[src/rtl/pipe_reg_pkg.sv]
//------------------------------------------------------------------------------
// pipe_reg_pkg : op codes, header layout and FSM encoding for pipe_reg_master
// Optional build macro: PIPE_REG_MASTER_CHECKSUM_EN (adds the RD_CSUM state)
// Rev 1.0
//------------------------------------------------------------------------------
`default_nettype none

package pipe_reg_pkg;

  localparam logic [3:0] OP_WRITE    = 4'h1;
  localparam logic [3:0] OP_READ     = 4'h2;

  localparam int         HDR_OP_LSB  = 28;
  localparam int         HDR_LEN_LSB = 16;
  localparam int         HDR_LEN_W   = 12;
  localparam int         HDR_ADDR_W  = 16;

  typedef enum logic [3:0] {
    ST_IDLE     = 4'd0,
    ST_DECODE   = 4'd1,
    ST_WR_DATA  = 4'd2,
    ST_RD_ISSUE = 4'd3,
`ifdef PIPE_REG_MASTER_CHECKSUM_EN
    ST_RD_DRAIN = 4'd4,
    ST_RD_CSUM  = 4'd5
`else
    ST_RD_DRAIN = 4'd4
`endif
  } state_t;

  function automatic logic [3:0] hdr_op(input logic [31:0] w);
    return w[HDR_OP_LSB +: 4];
  endfunction

  function automatic logic [HDR_LEN_W-1:0] hdr_len(input logic [31:0] w);
    return w[HDR_LEN_LSB +: HDR_LEN_W];
  endfunction

endpackage

`default_nettype wire

[src/rtl/pipe_reg_fifo.sv]
//------------------------------------------------------------------------------
// pipe_reg_fifo : synchronous first-word-fall-through FIFO, power-of-2 DEPTH
// Rev 1.0
//------------------------------------------------------------------------------
`default_nettype none

module pipe_reg_fifo #(
  parameter int DEPTH = 16,
  parameter int WIDTH = 32
) (
  input  logic                       clk,
  input  logic                       rst,
  input  logic                       i_push,
  input  logic                       i_pop,
  input  logic [WIDTH-1:0]           i_data,
  output logic [WIDTH-1:0]           o_data,
  output logic                       o_full,
  output logic                       o_empty,
  output logic [$clog2(DEPTH):0]     o_count
);

  localparam int               AW     = $clog2(DEPTH);
  localparam logic [AW:0]      C_FULL = (AW+1)'(DEPTH);

  logic [WIDTH-1:0] r_mem [DEPTH];
  logic [AW-1:0]    r_wr_ptr;
  logic [AW-1:0]    r_rd_ptr;
  logic [AW:0]      r_count;
  logic             w_do_push;
  logic             w_do_pop;

  // A pop frees the slot this cycle, so a push is accepted even when full
  assign w_do_pop  = i_pop && !o_empty;
  assign w_do_push = i_push && (!o_full || w_do_pop);

  always_ff @(posedge clk) begin
    if (rst) begin
      r_wr_ptr <= '0;
      r_rd_ptr <= '0;
      r_count  <= '0;
    end else begin
      if (w_do_push) r_wr_ptr <= r_wr_ptr + 1'b1;
      if (w_do_pop)  r_rd_ptr <= r_rd_ptr + 1'b1;
      unique case ({w_do_push, w_do_pop})
        2'b10:   r_count <= r_count + 1'b1;
        2'b01:   r_count <= r_count - 1'b1;
        default: r_count <= r_count;
      endcase
    end
  end

  always_ff @(posedge clk) begin
    if (w_do_push) r_mem[r_wr_ptr] <= i_data;
  end

  assign o_data  = r_mem[r_rd_ptr];
  assign o_full  = (r_count == C_FULL);
  assign o_empty = (r_count == '0);
  assign o_count = r_count;

endmodule

`default_nettype wire

[src/rtl/pipe_reg_master.sv]
//------------------------------------------------------------------------------
// pipe_reg_master : pipe-stream command decoder driving a register-bus target
// Optional build macro: PIPE_REG_MASTER_CHECKSUM_EN (XOR checksum word per READ)
// Rev 1.0
//------------------------------------------------------------------------------
`default_nettype none

module pipe_reg_master
  import pipe_reg_pkg::*;
#(
  parameter int ADDR_W    = 10,
  parameter int CMD_DEPTH = 16,
  parameter int RSP_DEPTH = 64
) (
  input  logic        okClk,
  input  logic        reset_n,
  input  logic        pipe_in_wr,
  input  logic [31:0] pipe_in_data,
  input  logic        pipe_out_rd,
  output logic [31:0] pipe_out_data,
  output logic        regWrite,
  output logic        regRead,
  output logic [31:0] regAddress,
  output logic [31:0] regWriteData,
  input  logic [31:0] regReadData,
  output logic [31:0] status
);

  localparam int                CMD_CW      = $clog2(CMD_DEPTH) + 1;
  localparam int                RSP_CW      = $clog2(RSP_DEPTH) + 1;
  localparam logic [RSP_CW-1:0] C_RSP_DEPTH = RSP_CW'(RSP_DEPTH);

  state_t                 r_state;
  state_t                 w_next;
  logic [ADDR_W-1:0]      r_addr;
  logic [HDR_LEN_W-1:0]   r_len;
  logic                   r_rd_vld;
  logic                   r_cmd_ovf;
  logic                   r_rsp_unf;
  logic                   r_bad_op;

  logic                   w_rst;
  logic [31:0]            w_cmd_head;
  logic                   w_cmd_full;
  logic                   w_cmd_empty;
  logic [CMD_CW-1:0]      w_cmd_count;
  logic                   w_cmd_push;
  logic                   w_cmd_pop;
  logic [31:0]            w_rsp_head;
  logic [31:0]            w_rsp_din;
  logic                   w_rsp_full;
  logic                   w_rsp_empty;
  logic [RSP_CW-1:0]      w_rsp_count;
  logic                   w_rsp_push;
  logic                   w_rsp_pop;
  logic                   w_rd_room;
  logic                   w_wr_fire;
  logic                   w_rd_fire;
  logic                   w_csum_push;
  logic                   w_busy;

`ifdef PIPE_REG_MASTER_CHECKSUM_EN
  logic [31:0]            r_csum;
`endif

  assign w_rst      = !reset_n;
  assign w_cmd_push = pipe_in_wr && !w_cmd_full;
  assign w_rsp_pop  = pipe_out_rd && !w_rsp_empty;
  // Two free slots: one for the word still in flight, one for this strobe
  assign w_rd_room  = (C_RSP_DEPTH - w_rsp_count) >= RSP_CW'(2);

  pipe_reg_fifo #(.DEPTH(CMD_DEPTH), .WIDTH(32)) u_cmd_fifo (
    .clk     (okClk),
    .rst     (w_rst),
    .i_push  (w_cmd_push),
    .i_pop   (w_cmd_pop),
    .i_data  (pipe_in_data),
    .o_data  (w_cmd_head),
    .o_full  (w_cmd_full),
    .o_empty (w_cmd_empty),
    .o_count (w_cmd_count)
  );

  pipe_reg_fifo #(.DEPTH(RSP_DEPTH), .WIDTH(32)) u_rsp_fifo (
    .clk     (okClk),
    .rst     (w_rst),
    .i_push  (w_rsp_push),
    .i_pop   (w_rsp_pop),
    .i_data  (w_rsp_din),
    .o_data  (w_rsp_head),
    .o_full  (w_rsp_full),
    .o_empty (w_rsp_empty),
    .o_count (w_rsp_count)
  );

  always_ff @(posedge okClk) begin
    if (!reset_n) r_state <= ST_IDLE;
    else          r_state <= w_next;
  end

  always_comb begin
    w_next = r_state;
    unique case (r_state)
      ST_IDLE:     if (!w_cmd_empty) w_next = ST_DECODE;
      ST_DECODE: begin
        w_next = ST_IDLE;
        if (hdr_len(w_cmd_head) != '0) begin
          if (hdr_op(w_cmd_head) == OP_WRITE)     w_next = ST_WR_DATA;
          else if (hdr_op(w_cmd_head) == OP_READ) w_next = ST_RD_ISSUE;
        end
      end
      ST_WR_DATA:  if (w_wr_fire && r_len == HDR_LEN_W'(1)) w_next = ST_IDLE;
      ST_RD_ISSUE: if (w_rd_fire && r_len == HDR_LEN_W'(1)) w_next = ST_RD_DRAIN;
`ifdef PIPE_REG_MASTER_CHECKSUM_EN
      ST_RD_DRAIN: if (!r_rd_vld) w_next = ST_RD_CSUM;
      ST_RD_CSUM:  if (w_csum_push) w_next = ST_IDLE;
`else
      ST_RD_DRAIN: if (!r_rd_vld) w_next = ST_IDLE;
`endif
      default:     w_next = ST_IDLE;
    endcase
  end

  always_comb begin
    w_wr_fire   = (r_state == ST_WR_DATA) && !w_cmd_empty;
    w_rd_fire   = (r_state == ST_RD_ISSUE) && w_rd_room;
    w_cmd_pop   = (r_state == ST_DECODE) || w_wr_fire;
`ifdef PIPE_REG_MASTER_CHECKSUM_EN
    w_csum_push = (r_state == ST_RD_CSUM) && !w_rsp_full;
    w_rsp_din   = r_rd_vld ? regReadData : r_csum;
`else
    w_csum_push = 1'b0;
    w_rsp_din   = regReadData;
`endif
    w_rsp_push  = r_rd_vld || w_csum_push;
  end

  always_ff @(posedge okClk) begin
    if (!reset_n) begin
      r_addr    <= '0;
      r_len     <= '0;
      r_rd_vld  <= 1'b0;
      r_cmd_ovf <= 1'b0;
      r_rsp_unf <= 1'b0;
      r_bad_op  <= 1'b0;
    end else begin
      r_rd_vld <= w_rd_fire;
      if (r_state == ST_DECODE) begin
        r_addr <= w_cmd_head[ADDR_W-1:0];
        r_len  <= hdr_len(w_cmd_head);
        if (hdr_op(w_cmd_head) != OP_WRITE && hdr_op(w_cmd_head) != OP_READ)
          r_bad_op <= 1'b1;
      end else if (w_wr_fire || w_rd_fire) begin
        r_addr <= r_addr + 1'b1;
        r_len  <= r_len - 1'b1;
      end
      if (pipe_in_wr && w_cmd_full)   r_cmd_ovf <= 1'b1;
      if (pipe_out_rd && w_rsp_empty) r_rsp_unf <= 1'b1;
    end
  end

`ifdef PIPE_REG_MASTER_CHECKSUM_EN
  always_ff @(posedge okClk) begin
    if (!reset_n)                  r_csum <= '0;
    else if (r_state == ST_DECODE) r_csum <= '0;
    else if (r_rd_vld)             r_csum <= r_csum ^ regReadData;
  end
`endif

  assign w_busy        = (r_state != ST_IDLE) || (w_cmd_count != '0);
  assign regWrite      = w_wr_fire;
  assign regRead       = w_rd_fire;
  assign regAddress    = {{(32-ADDR_W){1'b0}}, r_addr};
  assign regWriteData  = w_wr_fire ? w_cmd_head : 32'h0;
  assign pipe_out_data = w_rsp_empty ? 32'h0 : w_rsp_head;
  assign status        = {{(16-RSP_CW){1'b0}}, w_rsp_count, 8'h00, r_state,
                          r_bad_op, r_rsp_unf, r_cmd_ovf, w_busy};

endmodule

`default_nettype wire

[config.mk]
export PLATFORM = sky130hd
export DESIGN_NAME = pipe_reg_master
export DESIGN_NICKNAME = d
export VERILOG_FILES = /design/src/rtl/pipe_reg_pkg.sv /design/src/rtl/pipe_reg_fifo.sv /design/src/rtl/pipe_reg_master.sv
export SDC_FILE = /design/constraint.sdc
export NUM_CORES = 2
export LEC_CHECK = 0
export CAP_MARGIN = 10
export CORE_MARGIN = 5
export CORE_UTILIZATION = 31
export DETAILED_ROUTE_END_ITERATION = 7
export DONT_BUFFER_PORTS = 1
export GPL_TIMING_DRIVEN = 0
export PLACE_DENSITY_LB_ADDON = 0.15
export REMOVE_ABC_BUFFERS = 1
export SYNTH_ARGS = -nofsm -noshare
export SYNTH_HDL_FRONTEND = slang
export SYNTH_SLANG_ARGS = --single-unit
[constraint.sdc]
create_clock -name okClk -period 5.8 [get_ports okClk]
set_input_delay 0.58 -clock okClk [delete_from_list [all_inputs] [get_ports okClk]]
set_output_delay 0.58 -clock okClk [all_outputs]
set_load 0.005 [all_outputs]
==> impl_metrics.env <==
export IMPL_yosysWarnings=0
export IMPL_num_fill_cells=29646
export IMPL_number_of_nets_with_antenna_violations_after_routing=0
export IMPL_design_portCount=198
export IMPL_grt_pass1_vias=48983
export IMPL_timing_final_hold_violations=0
export IMPL_hold_slack_ns=0.101
export IMPL_maxSlewViolCount=0
export IMPL_worst_endpoint_required_ns=5.22
export IMPL_worst_endpoint_arrival_ns=4.68
export IMPL_drt_total_wl_microns=282000
export IMPL_total_setup_violations_reported_at_the_end_of_the_flow=0
export IMPL_outcome="complete, no violations"
export IMPL_synth_simple_gate_area_share_pct=1.55
export IMPL_share_of_the_synthesized_area_in_compound_gates_ao_oa_aoi_oai_pct=1.32
export IMPL_synth_xor_area_share_pct=0.259
export IMPL_place_port_buffers=0
export IMPL_global_route_usage_total_pct=16.4
export IMPL_worstPathBufferInverterCount=4
export IMPL_fin_skew_ns=0.0359
export IMPL_r2r_start="u_rsp_fifo.o_count[1]$_SDFFE_PN0P_"
export IMPL_synth_top_flop_cell="edfxtp_1"
export IMPL_clkTransAtPathRegs_ns=0.06
export IMPL_routed_wire_length_per_instance_microns=30.5
export IMPL_cap_violations=0
export IMPL_drt_first_iter_violations=4644
export IMPL_synth_fa_ha_area_share_pct=0.234
export IMPL_final_cell_mix="2,560 x edfxtp_1, 778 x mux4_2, 300 x clkbuf_16, 110 x buf_12, 102 x buf_16"
export IMPL_dp_final_hpwl_microns=174000
export IMPL_area_delta_synth_final_pct=19.2
export IMPL_timing_critical_path_slowest_stage_cell="dfxtp_4"
export IMPL_detail_route_drc_violations=0
export IMPL_gp_congestion=0.725
export IMPL_layout_cells_most_common="edfxtp_1"
export IMPL_muxShareOfSynthArea_pct=18.0
export IMPL_detailroute_via_count=47053
export IMPL_initial_utilization_pct=31.1
export IMPL_finish_utilization_pct=37.0
export IMPL_max_freq_mhz=190
export IMPL_final_cell_count_no_fill=9268
export IMPL_hold_path_class="primary input to flop"
export IMPL_grt_antenna_before_repair=33
export IMPL_nature_of_the_critical_path_startpoint="flop"
export IMPL_layout_worst_path_cycle_share_pct=90.7
export IMPL_die_width_microns=582
export IMPL_async_reset_ff_share_pct=0
export IMPL_grt_first_pass_wirelength_microns=394000
export IMPL_worst_slew_pin_transition_ns=1.23
export IMPL_tritoncts="built"
export IMPL_floorplan_rows=210
export IMPL_synthesis_area_sq_um=102000
export IMPL_grt_setup_unrepaired="false"
export IMPL_cts_max_path_buffers=4
export IMPL_slowest_delay_ns=0.64
export IMPL_combinational_family_with_the_most_area_after_synthesis="multiplexers"
export IMPL_clock_sinks=2631
export IMPL_critPathMaxFanout=37
export IMPL_largest_net_degree_at_the_start_of_global_routing=65
export IMPL_crit_family="multiplexers"
export IMPL_synth_cell_types=68
export IMPL_worst_vdd_drop_mv=0.234
export IMPL_firstDrtPassIters=5
export IMPL_clk_latency_ns=0.85
export IMPL_period_needed_ns=5.26
export IMPL_max_slew_margin_rel_pct=15.6
export IMPL_die_height_microns=582
export IMPL_cts_htree_levels=5
export IMPL_endpoint_kind="primary output"
export IMPL_numnets_final=4772
export IMPL_synthCells=4367
export IMPL_floorplan_die_area_sq_um=339000
export IMPL_area_of_the_core_sq_um=327000
export IMPL_synth_avg_cell_area_sq_um=23.3
export IMPL_cts_root_buffer="clkbuf_16"
export IMPL_hold_path_startpoint="regReadData[29]"
export IMPL_overflow=0
export IMPL_timing_critical_path_cells="buf_16 -> buf_16 -> buf_16 -> buf_16 -> mux4_2 -> mux4_2 -> mux2i_1 -> o22ai_1"
export IMPL_placed_inst_area_sq_um=111000
export IMPL_leakage_uw=0.0358
export IMPL_placed_cells_incl_taps=8669
export IMPL_worst_setup_path_type="flop to primary output"
export IMPL_crit_top_cell="buf_16"
export IMPL_route_detailed_vias_per_inst=5.08
export IMPL_ys_seq_elements=2631
export IMPL_number_of_enable_type_register_cells_in_the_synthesized_netlist=2560
export IMPL_number_of_buffers_added_by_the_clock_tree_synthesis_step=291
export IMPL_postLayoutCellArea_sq_um=121000
export IMPL_seq_area_frac_synth_pct=77.1
export IMPL_post_route_cells_drive_above_1_share_pct=30.7
export IMPL_power_density_nw_per_um2=338
## final timing paths
path              cells after the start                            endpoint  slack, ns
hold reg to reg                       2               r_len[7]$_SDFFE_PN0P_       0.48
setup reg to reg                      9  u_rsp_fifo.r_mem[50][25]$_DFFE_PP_       0.67
hold / removal                        1  u_rsp_fifo.r_mem[32][29]$_DFFE_PP_       0.10
setup / recovery                      8                   pipe_out_data[25]       0.54
## cell families after synthesis
kind of cell / Yosys count
AO/OA/AOI/OAI: 196
XOR/XNOR: 30
adder cells (fa/ha/maj): 19
buffers and inverters: 301
flip-flops: 2631
multiplexers: 854
other: 1
AND/OR/NAND/NOR: 335
## state kept, by name (all words and copies together), names as in the netlist, named ones only
register and count:
u_cmd_fifo.r_mem 512, r_rd_vld 1, u_rsp_fifo.r_wr_ptr 6, r_len 12, r_rsp_unf 1, r_addr 10, u_cmd_fifo.r_rd_ptr 4, r_bad_op 1
r_cmd_ovf 1, u_cmd_fifo.r_wr_ptr 4, u_rsp_fifo.r_mem 2048, r_state 3, u_cmd_fifo.o_count 5, u_rsp_fifo.o_count 7, u_rsp_fifo.r_rd_ptr 6
## report_power, final
group | total (uW) | leakage, uW | internal, uW | switching [uW]
clock | 17800 | 0.00442 | 10500 | 7350
combinational | 2000 | 0.00772 | 840 | 1160
sequential | 21100 | 0.0236 | 21000 | 131
total | 40900 | 0.0358 | 32300 | 8640
## cell type report
cell class / instances / area [sq um] / share of cell area [%]
Antenna cell: 18 / 45.0 / 0.0372
Clock buffer: 375 / 7810 / 6.45
Clock inverter: 137 / 1220 / 1.00
Inverter: 13 / 48.8 / 0.0403
Multi-Input combinational cell: 1474 / 22500 / 18.6
Sequential cell: 2631 / 78300 / 64.7
Tap cell: 4346 / 5440 / 4.49
Timing Repair Buffer: 274 / 5680 / 4.69
## worst reg2reg max path, stage by stage, from the launching register on
cell	delay (ns)
dfxtp_1	0.57
inv_1	0.09
ha_1	0.20
nand2b_1	0.14
o41a_1	0.77
inv_1	0.54
nor2_1	0.38
nand3b_1	0.70
nor2_4	1.11
buf_12	0.28
## repair_timing
item / in CTS / in global routing
hold buffers: 69 / 0
gates resized for setup: 0 / 0
hold endpoints to repair: 2580 / 0
setup buffers: 0 / 0
## metrics by stage
step / setup WS, ns / total power (uW) / setup TNS, ns
floorplan: -17.32 / 22800 / -601.27
global route: 0.263 / 42400 / 0
global placement: -31.33 / 23400 / -4511.10
finish: 0.539 / 40900 / 0
detailed placement: 0.820 / 23100 / 0
CTS: 0.322 / 41400 / 0
## Yosys cell counts (9+ instances only)
cell | count | area, sq um
nand3_1 | 14 | 70.1
inv_1 | 13 | 48.8
nand2b_1 | 10 | 62.6
a21oi_1 | 44 | 220
nor2_1 | 151 | 567
clkbuf_1 | 112 | 420
a211oi_1 | 14 | 105
buf_6 | 10 | 113
xnor2_1 | 12 | 105
dfxtp_1 | 71 | 1420
buf_2 | 63 | 315
xor2_1 | 18 | 158
o22ai_1 | 41 | 257
nand3b_1 | 9 | 67.6
nor3_1 | 17 | 85.1
a22o_1 | 16 | 140
buf_4 | 74 | 556
a22oi_1 | 13 | 97.6
o21ai_0 | 22 | 110
nor2b_1 | 24 | 150
ha_1 | 19 | 238
nand2_1 | 62 | 233
mux2i_1 | 76 | 761
buf_1 | 29 | 109
or3_1 | 11 | 68.8
edfxtp_1 | 2560 | 76900
mux4_2 | 778 | 17500
## routing by layer
layer / global-route usage [%] / routed length (microns) / vias up
met5: 0 / 102 / -
met4: 3.81 / 6710 / 16
met3: 2.71 / 15000 / 375
met2: 26.4 / 135000 / 1336
met1: 23.3 / 125000 / 26078
li1: - / - / 19248
No activity file was read; power rests on OpenSTA's default activity.
